==> src/rtl/dmem_arbiter.sv <==
// rtl/dmem_arbiter.sv - two-requester round-robin data memory arbiter
// Partial-store read-modify-write is compiled in with `define DMEM_ARB_RMW_EN.
module dmem_arbiter #(
    parameter  int DATA_WIDTH_POW = 6,
    parameter  int ADDR_WIDTH_POW = 6,
    localparam int DW             = 1 << DATA_WIDTH_POW,
    localparam int AW             = 1 << ADDR_WIDTH_POW,
    localparam int BE             = DW / 8
) (
    input  logic              clk_in,
    input  logic              reset_n,
    input  logic [1:0]        rq_valid,
    output logic [1:0]        rq_ready,
    input  logic [1:0]        rq_write,
    input  logic [2*AW-1:0]   rq_addr,
    input  logic [2*DW-1:0]   rq_wdata,
    input  logic [2*BE-1:0]   rq_be,
    output logic [1:0]        rsp_valid,
    output logic [DW-1:0]     rsp_rdata,
    output logic              mem_write_ctrl,
    output logic              mem_read_ctrl,
    output logic [AW-1:0]     mem_addr,
    output logic [DW-1:0]     mem_wdata,
    input  logic [DW-1:0]     mem_rdata
);

`ifdef DMEM_ARB_RMW_EN
    typedef enum logic [1:0] {IDLE, ACCESS, RMW_WR, RESP} state_t;
`else
    typedef enum logic [1:0] {IDLE, ACCESS, RESP} state_t;
`endif

    state_t          state;
    logic            ptr;
    logic            lat_id;
    logic            lat_write;
    logic            winner;
    logic            sel_write;
    logic [AW-1:0]   sel_addr;
    logic [DW-1:0]   sel_wdata;
    logic [BE-1:0]   sel_be;
    logic [1:0]      lat_onehot;

    // Pointer only breaks ties; a lone requester always wins.
    always_comb begin
        winner = (rq_valid == 2'b11) ? ptr : rq_valid[1];
        rq_ready = 2'b00;
        if (state == IDLE && reset_n && (|rq_valid))
            rq_ready = winner ? 2'b10 : 2'b01;
    end

    assign sel_write  = winner ? rq_write[1] : rq_write[0];
    assign sel_addr   = winner ? rq_addr[2*AW-1:AW] : rq_addr[AW-1:0];
    assign sel_wdata  = winner ? rq_wdata[2*DW-1:DW] : rq_wdata[DW-1:0];
    assign sel_be     = winner ? rq_be[2*BE-1:BE] : rq_be[BE-1:0];
    assign lat_onehot = lat_id ? 2'b10 : 2'b01;

`ifdef DMEM_ARB_RMW_EN
    logic [BE-1:0] lat_be;
    logic [DW-1:0] merged;
    logic          lat_partial;

    always_comb begin
        merged = mem_rdata;
        for (int i = 0; i < BE; i++)
            if (lat_be[i]) merged[8*i +: 8] = mem_wdata[8*i +: 8];
    end

    assign lat_partial = (lat_be != '1) && (lat_be != '0);
`else
    logic unused_be;
    assign unused_be = ^{sel_be, rq_be};
`endif

    always_ff @(posedge clk_in or negedge reset_n) begin
        if (!reset_n) begin
            state          <= IDLE;
            ptr            <= 1'b0;
            lat_id         <= 1'b0;
            lat_write      <= 1'b0;
            rsp_valid      <= 2'b00;
            rsp_rdata      <= '0;
            mem_write_ctrl <= 1'b0;
            mem_read_ctrl  <= 1'b0;
            mem_addr       <= '0;
            mem_wdata      <= '0;
`ifdef DMEM_ARB_RMW_EN
            lat_be         <= '0;
`endif
        end else begin
            case (state)
                IDLE: begin
                    if (|rq_valid) begin
                        state     <= ACCESS;
                        ptr       <= ~winner;
                        lat_id    <= winner;
                        lat_write <= sel_write;
                        mem_addr  <= sel_addr;
                        mem_wdata <= sel_wdata;
`ifdef DMEM_ARB_RMW_EN
                        lat_be         <= sel_be;
                        // A store with no enabled lanes touches nothing.
                        mem_read_ctrl  <= !sel_write || ((sel_be != '1) && (sel_be != '0));
                        mem_write_ctrl <= sel_write && (sel_be == '1);
`else
                        mem_read_ctrl  <= !sel_write;
                        mem_write_ctrl <= sel_write;
`endif
                    end
                end
                ACCESS: begin
                    mem_read_ctrl  <= 1'b0;
                    mem_write_ctrl <= 1'b0;
`ifdef DMEM_ARB_RMW_EN
                    if (lat_write && lat_partial) begin
                        mem_wdata      <= merged;
                        mem_write_ctrl <= 1'b1;
                        state          <= RMW_WR;
                    end else
`endif
                    begin
                        rsp_valid <= lat_onehot;
                        rsp_rdata <= lat_write ? '0 : mem_rdata;
                        state     <= RESP;
                    end
                end
`ifdef DMEM_ARB_RMW_EN
                RMW_WR: begin
                    mem_write_ctrl <= 1'b0;
                    rsp_valid      <= lat_onehot;
                    rsp_rdata      <= '0;
                    state          <= RESP;
                end
`endif
                RESP: begin
                    rsp_valid <= 2'b00;
                    rsp_rdata <= '0;
                    state     <= IDLE;
                end
                default: state <= IDLE;
            endcase
        end
    end

endmodule
==> config.mk <==
export PLATFORM = sky130hd
export DESIGN_NAME = dmem_arbiter
export DESIGN_NICKNAME = d
export VERILOG_FILES = /design/src/rtl/dmem_arbiter.sv
export SDC_FILE = /design/constraint.sdc
export NUM_CORES = 1
export LEC_CHECK = 0
export ABC_AREA = 1
export CORE_AREA = 2 2 212 214
export CTS_BUF_LIST = sky130_fd_sc_hd__clkbuf_4
export DETAILED_ROUTE_END_ITERATION = 12
export DIE_AREA = 0 0 214 216
export REMOVE_ABC_BUFFERS = 1
export SLEW_MARGIN = 25
export SYNTH_ARGS = -nofsm -noshare
export SYNTH_HDL_FRONTEND = slang
export SYNTH_SLANG_ARGS = --single-unit
==> constraint.sdc <==
create_clock -name clk_in -period 1.8 [get_ports clk_in]
set_input_delay 0.27 -clock clk_in [delete_from_list [all_inputs] [get_ports clk_in]]
set_output_delay 0.27 -clock clk_in [all_outputs]
set_load 0.01 [all_outputs]
==> reports/metrics.cfg <==
[synth]
synth_cell_types = 21
syn_area_mm2 = 0.009583
synth_mux_area_share_pct = 0
synth-compound-area-share_pct = 11.33
synthCells = 1284
synth_fa_ha_area_share_pct = 0.3917
synth-seq-cells = 201
syn_avg_cell_area_um2 = 7.463
yosys.area_share.simple_pct = 23.71
synth_xor_area_share_pct = 0
yosys_warnings = 0
ys_seq_area_share_pct = 52.49
synth_top_family_by_area = simple AND/OR/NAND/NOR gates

[final_layout]
multi_input_area_mm2 = 0.003437
final_util_pct = 38.38
layout.filler_cells = 4514
fin_nets = 2229
syn_to_final_growth_pct = 75.55
drive_gt1_share_pct = 8.889
final_cell_mix = 458 x nand2_1, 324 x clkdlybuf4s50_1, 202 x inv_1
final_common_cell = nand2_1
seqCellArea_mm2 = 0.005030

[clock_tree]
htreeDepth = 2
cts_made_buffers = 60
clock-sinks = 201
worstSkewPairLatency_ns = 0.75
tritoncts = done
cts_buffer_depth = 3
cts-root-buf = clkbuf_4
clkSlewWorstSetupHoldPaths_ns = 0.06

[drt]
drt-initial-drc-count = 447
num_vias = 10460
detail-route-antenna-nets = 0
via_per_inst = 4.133
firstDrtPassIters = 5
post_drt_wl_per_cell_um = 14.95
wl_um = 37830
drc_errors = 0

[global_route]
grt_first_pass_wirelength_um = 59900
grt-ovfl-total = 0
groute.usage.overall_pct = 16.18
grt_pass1_vias = 10890
grt_max_degree = 106
antenna_found_initial = 3

[sta]
max_freq_mhz = 490.4
hold_violations = 0
setup_viol = 2
slew_viol_final = 0
fin_crit_sh_pct = 113.3
fin_setup_tns_ns = -0.4375
slew-limit-headroom_pct = 56.33
skew_ns = 0.02760
whs_ns = 0.1112
rsz0062_at_grt = yes
tightestPinTransition_ns = 0.6551
fin_ws_ns = -0.2391
period_needed_ns = 2.039

[pwr]
ir_drop_uv = 1230
total_power_w = 0.02433
p_leak_nw = 8.289
powerDensity_mw_per_mm2 = 1446

[run]
cap_violations = 0

[critical_path]
startpoint_type = register
crit_fanout = 2
reg2reg_depth = 8
end_kind = primary output
crit_arrival_ns = 1.77
criticalPathCategory = register to primary output
required_ns = 1.53
r2r_slack_ns = 0.19

[place]
dpl.hpwl_um = 27080
gp_congestion = 0.8424
port_buffers = 523

[hold_path]
hp-class = input pin to register
holdPathStages = 3

[run_status]
violations = negative setup slack
status = finished, violations left

[die]
row_count = 77
dieArea_mm2 = 0.04622
die_x_um = 214
ioPinCount = 540
initial_core_util_pct = 21.86
fp.dieH_um = 216
fp.coreArea_mm2 = 0.04384

per-layer routing:
metal / wire length, µm / up-vias / global-route usage [%]
met3: 3690 / 66 / 6.653
met2: 18670 / 439 / 28.25
met1: 14500 / 4815 / 17.48
met4: 967 / 0 / 6.107
li1: - / 5140 / -
met5: 0 / - / 0
worst paths after layout:
check / start / endpoint
min in group asynchronous: reset_n / lat_id
hold / removal: mem_rdata[9] / rsp_rdata[9]
setup reg to reg: state[1] / mem_addr[50]
setup / recovery: state[1] / rq_ready[0]
hold reg to reg: lat_id / rsp_valid[0]
max in group asynchronous: reset_n / mem_wdata[32]
worst max-delay path: stages (launching register included):
cell and delay [ns]:
dfrtp_1 0.39, inv_2 0.08, ha_4 0.15, inv_4 0.05, nor2_8 0.09, inv_4 0.04, nor3_2 0.09, buf_4 0.16
synth_stat cells (all sizes together):
library cell	count	area (µm²)
nor3	1	5.000
inv	207	777.0
o21ai	132	660.6
a21oi	1	5.000
ha	3	37.54
nor2	132	519.3
clkbuf	19	71.32
nand3	1	5.000
o21a	1	7.510
buf	57	309.1
nand2	462	1737
o22ai	66	412.9
nand4	1	6.260
dfrtp	201	5030
report_power, final:
part	internal [W]	leakage (nW)	switching (W)
combinational	0.00531	5.33	0.00670
sequential	0.00665	2.50	0.00115
clock	0.00240	0.462	0.00213
through the flow:
stage	instances	worst slack (ns)	area (µm²)
final	2531	-0.2391	16820
after global routing	2529	-0.3994	16820
after CTS	2523	-0.3882	16810
after detailed placement	2352	-0.3451	15580
after global placement	2352	-0.3666	15580
after floorplan	1208	-1.729	9203
timing repair:
item | CTS | global route
resized for setup | 331 | 55
hold endpoints to repair | 254 | 0
hold buffers | 54 | 0
setup buffers | 4 | 4
endpoints found under the setup margin | 198 | 51
pin swaps | 2 | 2
registers in the layout, indices dropped and copies added, names as in the netlist:
name and cells:
lat_write 1, rsp_valid 2, mem_addr 64, rsp_rdata 64, lat_id 1, mem_wdata 64
ptr 1, state 2, mem_read_ctrl 1, mem_write_ctrl 1
area by class of cell:
cell class              instances  area share, %
diodes                          4        0.05950
clock buffers                  89          3.972
clock inverters                24         0.6991
inverters                     207          4.649
multi-input cells             800          20.43
flip-flops and latches        201          29.90
well taps                     592          4.403
repair buffers                614          35.89
cells by family after synthesis:
group | Yosys count
DFF | 201
AOI/OAI and AO/OA | 200
adders and majority gates | 3
buffers and inverters | 283
and+or+nand+nor | 597
Note: power is estimated with default switching activity, not from simulation.
